<file path="config.mk">
export PLATFORM = sky130hd
export DESIGN_NAME = mod7_check_serializer
export DESIGN_NICKNAME = d
export VERILOG_FILES = /design/src/rtl/mod7_pkg.sv /design/src/rtl/mod7_check_serializer_step_unit.sv /design/src/rtl/mod7_check_serializer.sv
export SDC_FILE = /design/constraint.sdc
export NUM_CORES = 1
export LEC_CHECK = 0
export ABC_CLOCK_PERIOD_IN_PS = 2040
export CORE_MARGIN = 2
export CORE_UTILIZATION = 25
export CTS_CLUSTER_SIZE = 12
export DETAILED_ROUTE_END_ITERATION = 16
export HOLD_SLACK_MARGIN = 0.15
export MAX_ROUTING_LAYER = met4
export SETUP_SLACK_MARGIN = 0.05
export SYNTH_ARGS = -nofsm -noshare
export SYNTH_HDL_FRONTEND = slang
export SYNTH_SLANG_ARGS = --single-unit
</file>
<file path="constraint.sdc">
create_clock -name clock -period 2.04 [get_ports clock]
set_input_delay 0.51 -clock clock [delete_from_list [all_inputs] [get_ports clock]]
set_output_delay 0.51 -clock clock [all_outputs]
set_load 0.1 [all_outputs]
</file>
<file path="src/rtl/mod7_pkg.sv">
// Shared definitions for the MSB-first divisible-by-7 serial link:
// state encoding, modulus constant and the remainder update rule.
package mod7_pkg;

  typedef enum logic [1:0] {
    ST_IDLE  = 2'd0,
    ST_DATA  = 2'd1,
    ST_CHECK = 2'd2
  } mod7_state_t;

  localparam logic [2:0] MOD7 = 3'd7;

  // (2r + b) mod 7; 2r+b never exceeds 13, so one conditional subtract suffices.
  function automatic logic [2:0] mod7_step(input logic [2:0] r, input logic b);
    logic [3:0] s;
    s = {r, 1'b0} + {3'b000, b};
    if (s >= {1'b0, MOD7})
      s = s - {1'b0, MOD7};
    return s[2:0];
  endfunction

  // Suffix c that drives the running remainder to zero: (7 - r) mod 7.
  function automatic logic [2:0] mod7_suffix(input logic [2:0] r);
    return (r == 3'd0) ? 3'd0 : (MOD7 - r);
  endfunction

endpackage

</file>
<file path="src/rtl/mod7_check_serializer_step_unit.sv">
// Combinational 3-bit remainder update shared by payload and check phases.
module mod7_step_unit
  import mod7_pkg::*;
(
  input  logic [2:0] r,
  input  logic       b,
  output logic [2:0] r_next
);

  assign r_next = mod7_step(r, b);

endmodule

</file>
<file path="src/rtl/mod7_check_serializer.sv">
// Serialises a DATA_W-bit word MSB first and appends a 3-bit suffix that
// makes every frame an integer divisible by 7.
module mod7_check_serializer
  import mod7_pkg::*;
#(
  parameter int unsigned DATA_W = 8
) (
  input  logic              clock,
  input  logic              Reset,
  input  logic [DATA_W-1:0] data_in,
  input  logic              load_valid,
  output logic              load_ready,
  output logic              string_out,
  output logic              bit_valid,
  output logic              frame_last,
  output logic              busy,
  output logic [2:0]        Remainder
);

  // The counter also walks the 2..0 check phase, so it is never narrower than 2 bits.
  localparam int unsigned CW = ($clog2(DATA_W) < 2) ? 2 : $clog2(DATA_W);

  mod7_state_t       state, state_n;
  logic [DATA_W-1:0] shift, shift_n;
  logic [CW-1:0]     count, count_n;
  logic [2:0]        chk, chk_n;
  logic [2:0]        rem, rem_n;
  logic              sout, sout_n;
  logic              last, last_n;
  logic              valid, valid_n;

  logic              accept;
  logic [2:0]        suffix;
  logic [2:0]        r_in;
  logic              b_in;
  logic [2:0]        r_out;

  assign load_ready = !Reset && ((state == ST_IDLE) ||
                                 ((state == ST_CHECK) && (count == '0)));
  assign accept     = load_valid && load_ready;
  assign suffix     = mod7_suffix(rem);

  // Selects the bit that goes out next; an accept restarts the remainder at 0.
  always_comb begin
    r_in = rem;
    b_in = 1'b0;
    if (accept) begin
      r_in = '0;
      b_in = data_in[DATA_W-1];
    end else begin
      case (state)
        ST_DATA:  b_in = (count == '0) ? suffix[2] : shift[DATA_W-1];
        ST_CHECK: b_in = chk[2];
        default:  b_in = 1'b0;
      endcase
    end
  end

  mod7_step_unit u_step (
    .r      (r_in),
    .b      (b_in),
    .r_next (r_out)
  );

  // Registers describe the bit on string_out, so the transition out of each
  // state is also where the next bit is produced.
  always_comb begin
    state_n = state;
    shift_n = shift;
    count_n = count;
    chk_n   = chk;
    rem_n   = '0;
    sout_n  = 1'b0;
    last_n  = 1'b0;

    case (state)
      ST_DATA: begin
        sout_n = b_in;
        rem_n  = r_out;
        if (count != '0) begin
          shift_n = shift << 1;
          count_n = count - CW'(1);
        end else begin
          chk_n   = {suffix[1:0], 1'b0};
          count_n = CW'(2);
          state_n = ST_CHECK;
        end
      end
      ST_CHECK: begin
        if (count != '0) begin
          sout_n  = b_in;
          rem_n   = r_out;
          chk_n   = chk << 1;
          count_n = count - CW'(1);
          last_n  = (count == CW'(1));
        end else begin
          state_n = ST_IDLE;
        end
      end
      default: begin
        state_n = ST_IDLE;
      end
    endcase

    if (accept) begin
      sout_n  = b_in;
      rem_n   = r_out;
      shift_n = data_in << 1;
      count_n = CW'(DATA_W - 1);
      last_n  = 1'b0;
      state_n = ST_DATA;
    end

    valid_n = (state_n != ST_IDLE);
  end

  always_ff @(posedge clock) begin
    if (Reset) begin
      state <= ST_IDLE;
      shift <= '0;
      count <= '0;
      chk   <= '0;
      rem   <= '0;
      sout  <= 1'b0;
      last  <= 1'b0;
      valid <= 1'b0;
    end else begin
      state <= state_n;
      shift <= shift_n;
      count <= count_n;
      chk   <= chk_n;
      rem   <= rem_n;
      sout  <= sout_n;
      last  <= last_n;
      valid <= valid_n;
    end
  end

  assign string_out = sout;
  assign frame_last = last;
  assign bit_valid  = valid;
  assign busy       = valid;
  assign Remainder  = rem;

endmodule

</file>
# Word-level counts from Yosys, hierarchy flattened
# Index checks and enable logic that the tools add are counted.
dict set report classes {
  n_reduce_logical 18
  eq_ne 6
  bitwise 2
  n_mux 26
  magnitude_cmp 1
  add_sub_neg 4
}
# cell n
set op_table {}
lappend op_table {{$mux W3} 10}
lappend op_table {{$mux W8} 3}
lappend op_table {{$pmux W3 S2} 3}
lappend op_table {{$reduce_bool A2 Y1} 4}
lappend op_table {{$logic_not A3 Y1} 2}
lappend op_table {{$mux W2} 3}
lappend op_table {{$reduce_bool A3 Y1} 2}
lappend op_table {{$add A4 B1 Y4} 1}
lappend op_table {{$ge A4 B3 Y1 const B} 1}
lappend op_table {{$mux W1} 4}
lappend op_table {{$pmux W1 S2} 2}
lappend op_table {{$pmux W2 S2} 1}
lappend op_table {{$reduce_and A2 Y1} 2}
lappend op_table {{$reduce_or A4 Y1} 1}
lappend op_table {{$eq A3 B1 Y1 const B} 1}
lappend op_table {{$logic_and A1 B1 Y1} 3}
lappend op_table {{$ne A3 B2 Y1 const B} 1}
lappend op_table {{$reduce_and A3 Y1} 1}
lappend op_table {{$sub A3 B1 Y3 const B} 1}
lappend op_table {{$sub A3 B3 Y3 const A} 1}
lappend op_table {{$sub A3 B3 Y3 const B} 1}
lappend op_table {{$eq A2 B1 Y1 const B} 1}
lappend op_table {{$eq A2 B2 Y1 const B} 1}
lappend op_table {{$logic_not A2 Y1} 1}
lappend op_table {{5 further kinds} 6}
dict set report totals {
  elab_cells 65
  in_bits 11
  regBits 21
  output_inout_bits 8
}

# Longest topological paths before layout
# Gate-level depths: netlist of run 1.
dict set report depth {
  word_depth 12
  depth_mapped 12
  mapped_depth_nobuf 11
}

# Modules after synthesis
# A second synthesis of run 1 with hierarchy kept.
dict set report hier_totals {
  cells_unflattened 128
  area_unflattened_um2 1111.1
}
# mod n_inst cells_per_inst seq_area_each_um2 area_each_um2
set modules_own_cells {}
lappend modules_own_cells {mod7_check_serializer 1 122 400.4 1052.3}
lappend modules_own_cells {mod7_step_unit 1 6 0.0 58.8}

# Worst setup path after synthesis of run 1
# No wires, ideal clock.
dict set report synth_timing {
  path_kind {register to output}
  start {reg state[0]}
  end {out load_ready}
  path_stages_with_launch 7
  arrival_ns 2.234
  setup_slack_ns -0.704
  n_path_buf 1
  required_ns 1.530
  path_cell_list {dfxtp_1 > inv_1 > ha_1 > buf_2 > nand3b_4 > nand2b_4 > nor2b_1}
}
dict set report synth_via {
  elab_chain_len 4
  word_cells_on_any_way 5
  classes_between {1 x eq/ne; 4 x reduce/logical}
}
# element line
set synth_rtl {}
lappend synth_rtl {{from (decl)} mod7_check_serializer.sv:23} ;# mod7_state_t state, state_n;
lappend synth_rtl {{from (signal assigned)} mod7_check_serializer.sv:128} ;# state <= state_n;
lappend synth_rtl {{$eq A2 B2 Y1} mod7_check_serializer.sv:39} ;# ((state == ST_CHECK) && (count == '0)));
lappend synth_rtl {{$logic_and A1 B1 Y1} mod7_check_serializer.sv:39}
lappend synth_rtl {{$logic_or A1 B1 Y1 *} mod7_check_serializer.sv:38} ;# assign load_ready = !Reset && ((state == ST_IDLE) ||
lappend synth_rtl {{$logic_and A1 B1 Y1 *} mod7_check_serializer.sv:38}
lappend synth_rtl {{to (decl)} mod7_check_serializer.sv:12} ;# output logic load_ready,
# Every way passes the cells marked *; elsewhere a longest branch is shown, timed or not.

# Worst setup path in the final report of run 1
dict set report layout_timing {
  start {in Reset}
  end {out load_ready}
}
dict set report layout_via {
  elab_chain_len 2
}
# element line
set layout_rtl {}
lappend layout_rtl {{from (decl)} mod7_check_serializer.sv:9} ;# input logic Reset,
lappend layout_rtl {{$logic_not A1 Y1} mod7_check_serializer.sv:38}
lappend layout_rtl {{$logic_and A1 B1 Y1} mod7_check_serializer.sv:38}
# Every way passes these cells.

==> impl_metrics.toml, run 1 <==
[status]
status = "finished, final reports clean"

[placed_design]
placed_area_sq_mm = 0.00140
port_buffers = 18
dpl_worst_slack_ps = -215
place.gp.congestion = 0.793
dp.cells = 196
hpwl_mm = 1.89

[die]
ioPinCount = 19
start_util = 0.261
fp.dieArea_sq_mm = 0.00475
rows = 23
fp.dieW_um = 68.9
core-area_sq_mm = 0.00403
chipHeight_um = 68.9

[clock_tree]
clock-sinks = 20
h-tree-depth = 1
clock_latency_ps = 260
clockRootBuffer = "clkbuf_8"
cts_buffers = 3
cts_hold_buf = 0
clk_pin_slew_ps = 80
clockBufferDepth = 2
cts_tree = "built"

[global_route]
grtUsageTotal = 0.128
grt_pass1_vias = 1011
antenna_found_initial = 0
grt_pass1_wl_mm = 4.41
grt_start_max_net_pins = 19
grt.overflow.total = 0

[synthesis]
yosysSeqAreaShare = 0.380
yosys-top-cells-area = "dfxtp_1 38%, ha_1 8.3%, nor2_1 6.8%, a311oi_1 5.0%, nand3_1 4.8%"
syn-cell-area_sq_mm = 0.00105
yosys.area.top_type = "dfxtp_1"
yosys.cell_count.top_type = "dfxtp_1"
yosysTopAreaCellShare = 0.380
post_synth_inst_count = 124
synth_edf_count = 0
yosys_warnings = 0
synth.distinct_cells = 34
synth_nets = 142
synth.avg_cell_area_sq_um = 8.50
ys_top_cells_by_count = "20 x dfxtp_1, 19 x nor2_1, 10 x nand2_1, 10 x nand3_1"
ys_ff_latch = 20
async_flop_share = 0
synth_flop_cell = "dfxtp_1"

[detailed_routing]
drtAntennaViolNets = 0
first_pass_iters = 6
dr_wl_met3_um = 42
vias = 972
drt_iter0_markers = 27
routed.top_layer = "met4"
post_drt_via_cell_ratio = 4.70
post_drt_wl_per_cell_um = 12.9
wl_met1_mm = 1.23
wl_mm = 2.68
drc = 0
met2_length_mm = 1.37

[power]
totalPowerFinal_uw = 1000
powerDensity_mw_per_mm2 = 643
ir_worst_vdd_mv = 0.271
p_leak_uw = 0.000636

[sta]
hold_viol = 0
timing.final.crit_share = 0.957
rsz0062_at_grt = "true"
setup_viol = 0
finalMaxSlewViolations = 0
min_period_ps = 1950
worst_pin_slew_ps = 366
fmax_ghz = 0.512
fin_ws_ps = 86.8
max_slew_margin = 0.753
whs_ps = 475
fin_skew_ps = 5.02

[final_layout]
antennaDiodeCount = 0
fin_nets = 176
drive_above_1_share = 0.338
area_growth_pct = 48.0
design_area_sq_mm = 0.00156
fin_cells = 207

[setup_path]
endpoint_kind = "primary output"
crit_path_start_kind = "primary input"
worst-setup-path-type = "in2out"
reg2reg_slack_ps = 140
required_ps = 1530
arrival_ps = 1440
path_max_fanout = 2

[hold_path]
worstHoldPathType = "reg2reg"

[run]
drv_cap = 0
==> sequential cells by signal, summed over array words and instances (netlist names) <==
name,flops
Remainder,3
shift,7
frame_last,1
state,2
bit_valid,1
count,3
string_out,1
chk,2
==> critical path, stage by stage <==
cell	delay [ps]
clkdlybuf4s50_1	460
buf_6	150
nor2b_4	130
buf_12	180
==> what timing repair did <==
action	CTS	global route
setup endpoints to repair	3	3
resized for setup	8	7
setup buffers	5	2
gates cloned	0	0
pin swaps	2	2
==> stage by stage <==
| stage | util | TNS (ps) |
|---|---|---|
| 2_1_floorplan | - | 0 |
| 3_3_place_gp | 0.346 | -295 |
| 3_5_place_dp | 0.346 | -428 |
| 4_1_cts | 0.375 | 0 |
| 5_1_grt | 0.387 | 0 |
| 6_report | 0.387 | 0 |
==> per-layer routing <==
layer	up-vias	GRT usage
met5	-	-
met4	0	0.0515
met1	461	0.157
met2	11	0.218
met3	2	0.00974
li1	498	-
==> layout make-up <==
| cell class | instances | area [sq um] |
|---|---|---|
| Timing Repair Buffer | 35 | 345 |
| Multi-Input combinational cell | 94 | 673 |
| Inverter | 4 | 15.0 |
| Fill cell | 436 | 2470 |
| Clock buffer | 4 | 55.1 |
| Sequential cell | 20 | 408 |
| Tap cell | 50 | 62.6 |
==> placed cells by master, fill, tap and decap left out, drive strengths merged, types with 4 or more instances in the layout <==
| cell | instances |
|---|---|
| o21ai | 9 |
| nor2 | 19 |
| a21oi | 6 |
| clkbuf | 4 |
| nand2 | 11 |
| clkdlybuf4s50 | 10 |
| nand3 | 10 |
| inv | 4 |
| dfxtp | 20 |
| buf | 25 |
| nor3 | 4 |
| a311oi | 6 |
| ha | 7 |
==> where the power goes <==
group / leakage [uW] / internal [uW] / total [uW] / switching, uW
clock: 0.0000288 / 172 / 303 / 131
sequential: 0.000166 / 415 / 432 / 16.8
combinational: 0.000441 / 123 / 267 / 144
total: 0.000636 / 710 / 1000 / 292
==> final timing paths <==
kind                  end  startpoint  cells past startpoint
max            load_ready       Reset                      4
max reg2reg  Remainder[1]    state[1]                      9
min reg2reg      shift[1]    shift[1]                      2
min              shift[1]    shift[1]                      2
==> cell families (layout without fill, tap and decap cells) <==
family,Yosys count,after routing,share of synthesized area
AOI/OAI and AO/OA,24,24,0.144
and+or+nand+nor,59,59,0.308
xor gates and xnor gates,1,1,0.00832
muxes,3,3,0.0285
DFF,20,20,0.380
buffers and inverters,10,43,0.0487
adders and majority gates,7,7,0.0831
No activity file was read; power rests on OpenSTA's default activity.
==> run 2: changes to the inputs <==
--- a/config.mk
+++ b/config.mk
@@ -6,12 +6,15 @@
 export NUM_CORES = 1
 export LEC_CHECK = 0
 export ABC_CLOCK_PERIOD_IN_PS = 2040
+export CELL_PAD_IN_SITES_DETAIL_PLACEMENT = 0
+export CELL_PAD_IN_SITES_GLOBAL_PLACEMENT = 2
 export CORE_MARGIN = 2
 export CORE_UTILIZATION = 25
 export CTS_CLUSTER_SIZE = 12
 export DETAILED_ROUTE_END_ITERATION = 16
 export HOLD_SLACK_MARGIN = 0.15
 export MAX_ROUTING_LAYER = met4
+export PLACE_DENSITY_LB_ADDON = 0.1
 export SETUP_SLACK_MARGIN = 0.05
 export SYNTH_ARGS = -nofsm -noshare
 export SYNTH_HDL_FRONTEND = slang
==> run 2 against run 1 <==
First-iteration DRC count rose by 3.7%. Power shrank 0.93%. Register-to-register slack better by 20 ps. Maximum frequency grew 0.33%. Cell count is the same. Routed wire length rose by 3.3%. Via count is 1.1% lower. Worst hold slack improved by 0.91 ps. Sequential share of layout area grew 0.39 points. Cell area shrank 0.56%. Clock power hardly changed. Highest routed layer unchanged.
==> impl_metrics.toml, run 2 (synthesis gave the netlist of run 1 again) <==
[placed_design]
hpwl_mm = 2.04
dp.cells = 200
port_buffers = 18
place.gp.congestion = 0.767
dpl_worst_slack_ps = -234

[final_layout]
final_cell_mix = "19 x nor2_1, 19 x buf_4, 13 x dfxtp_1"
regMostFlops = "shift"
largest_reg_flops = 7
drive_above_1_share = 0.357
area_growth_pct = 47.2
fin_cells = 207
antennaDiodeCount = 0
fin_nets = 176

[setup_path]
endpoint_kind = "primary output"
crit_slowest_cell = "dfxtp_2"
arrival_ps = 1440
crit_path_start_kind = "register"
required_ps = 1530
worst-setup-path-type = "reg2out"
cp_num_buf_inv = 3
cp_slowest_stage_delay_ps = 330
crit_path_cell_trace = "inv_2 > ha_4 > buf_6 > nand3b_4 > nand2b_4 > nor2b_4 > buf_12"
path_delay_family = "buffers and inverters"
crit_start = "count[1]"
reg2reg_slack_ps = 160
path_max_fanout = 3
worstReg2RegStart = "state[1]"

[clock_tree]
clockBufferDepth = 2
clock_latency_ps = 250
clockRootBuffer = "clkbuf_8"
h-tree-depth = 1
clock-sinks = 20
cts_buffers = 3
clk_pin_slew_ps = 80
cts_tree = "built"

[die]
fp.dieW_um = 68.9
ioPinCount = 19
start_util = 0.261
rows = 23
fp.dieArea_sq_mm = 0.00475
chipHeight_um = 68.9
core-area_sq_mm = 0.00403

[sta]
fin_skew_ps = 3.09
min_period_ps = 1950
whs_ps = 476
max_slew_margin = 0.736
fin_ws_ps = 93.3
fmax_ghz = 0.514
worst_pin_slew_ps = 392
timing.final.crit_share = 0.954
hold_viol = 0
setup_viol = 0
finalMaxSlewViolations = 0
rsz0062_at_grt = "true"

[detailed_routing]
drtAntennaViolNets = 0
vias = 961
first_pass_iters = 4
wl_mm = 2.77
post_drt_wl_per_cell_um = 13.4
drc = 0
drt_iter0_markers = 28
post_drt_via_cell_ratio = 4.64

[global_route]
grt_start_max_net_pins = 19
grt_pass1_wl_mm = 4.52
grt.overflow.total = 0
grt_pass1_vias = 961
grtUsageTotal = 0.136
antenna_found_initial = 0

[run]
drv_cap = 0

[power]
totalPowerFinal_uw = 993
powerDensity_mw_per_mm2 = 640
p_leak_uw = 0.000640
ir_worst_vdd_mv = 0.223

[status]
status = "finished, final reports clean"

[hold_path]
worstHoldPathType = "reg2reg"
holdCritStartpoint = "shift[1]"
[run 2: cell counts in the layout (fill, tap and decap cells not counted)]
No cell type changed its count.
[run 2: tightest hold or removal path: cells and delay by family, from the launching register on]
family | cells | cell delay (ps)
AOI/OAI and AO/OA | 1 | 60
DFF | 1 | 310
and+or+nand+nor | 1 | 60
[run 2: path summary, 6_finish.rpt]
check | to | depth (start not counted)
hold reg to reg | shift[1] | 2
setup / recovery | load_ready | 7
setup reg to reg | Remainder[1] | 9
hold / removal | shift[1] | 2
[run 2: timing repair]
| item | CTS | global route |
|---|---|---|
| pin swaps | 1 | 2 |
| endpoints found under the setup margin | 3 | 4 |
| setup buffers | 2 | 1 |
| hold buffers | 0 | 0 |
| gates resized for setup | 9 | 7 |
[run 2: cell type report]
| class | count | area, sq um |
|---|---|---|
| sequential | 20 | 412 |
| inverter | 4 | 15.0 |
| multi-input combinational | 94 | 661 |
| clock buffer | 4 | 55.1 |
| tap | 50 | 62.6 |
| timing repair buffer | 35 | 345 |
| fill | 433 | 2480 |
[run 2: metal layers]
metal | routed length [um] | vias up | global-route usage | part of all wire
met5 | 0 | - | - | 0
met4 | 21 | 0 | 0.0515 | 0.0076
met3 | 61 | 2 | 0.0195 | 0.022
met2 | 1330 | 8 | 0.210 | 0.48
met1 | 1360 | 450 | 0.179 | 0.49
li1 | - | 501 | - | -
[run 2: report_power, final]
| group | internal (uW) | switching [uW] | total, uW | leakage, uW |
|---|---|---|---|---|
| registers | 414 | 14.2 | 428 | 0.000167 |
| logic | 118 | 143 | 261 | 0.000444 |
| clock network | 172 | 131 | 303 | 0.0000288 |
| total | 704 | 289 | 993 | 0.000640 |
[run 2: stage by stage]
step / utilization / TNS, ps / instance area, sq um
final: 0.385 / 0 / 1550
after global routing: 0.385 / 0 / 1550
after CTS: 0.378 / 0 / 1520
after detailed placement: 0.354 / -599 / 1430
after global placement: 0.354 / -445 / 1430
after floorplan: - / 0 / 1100
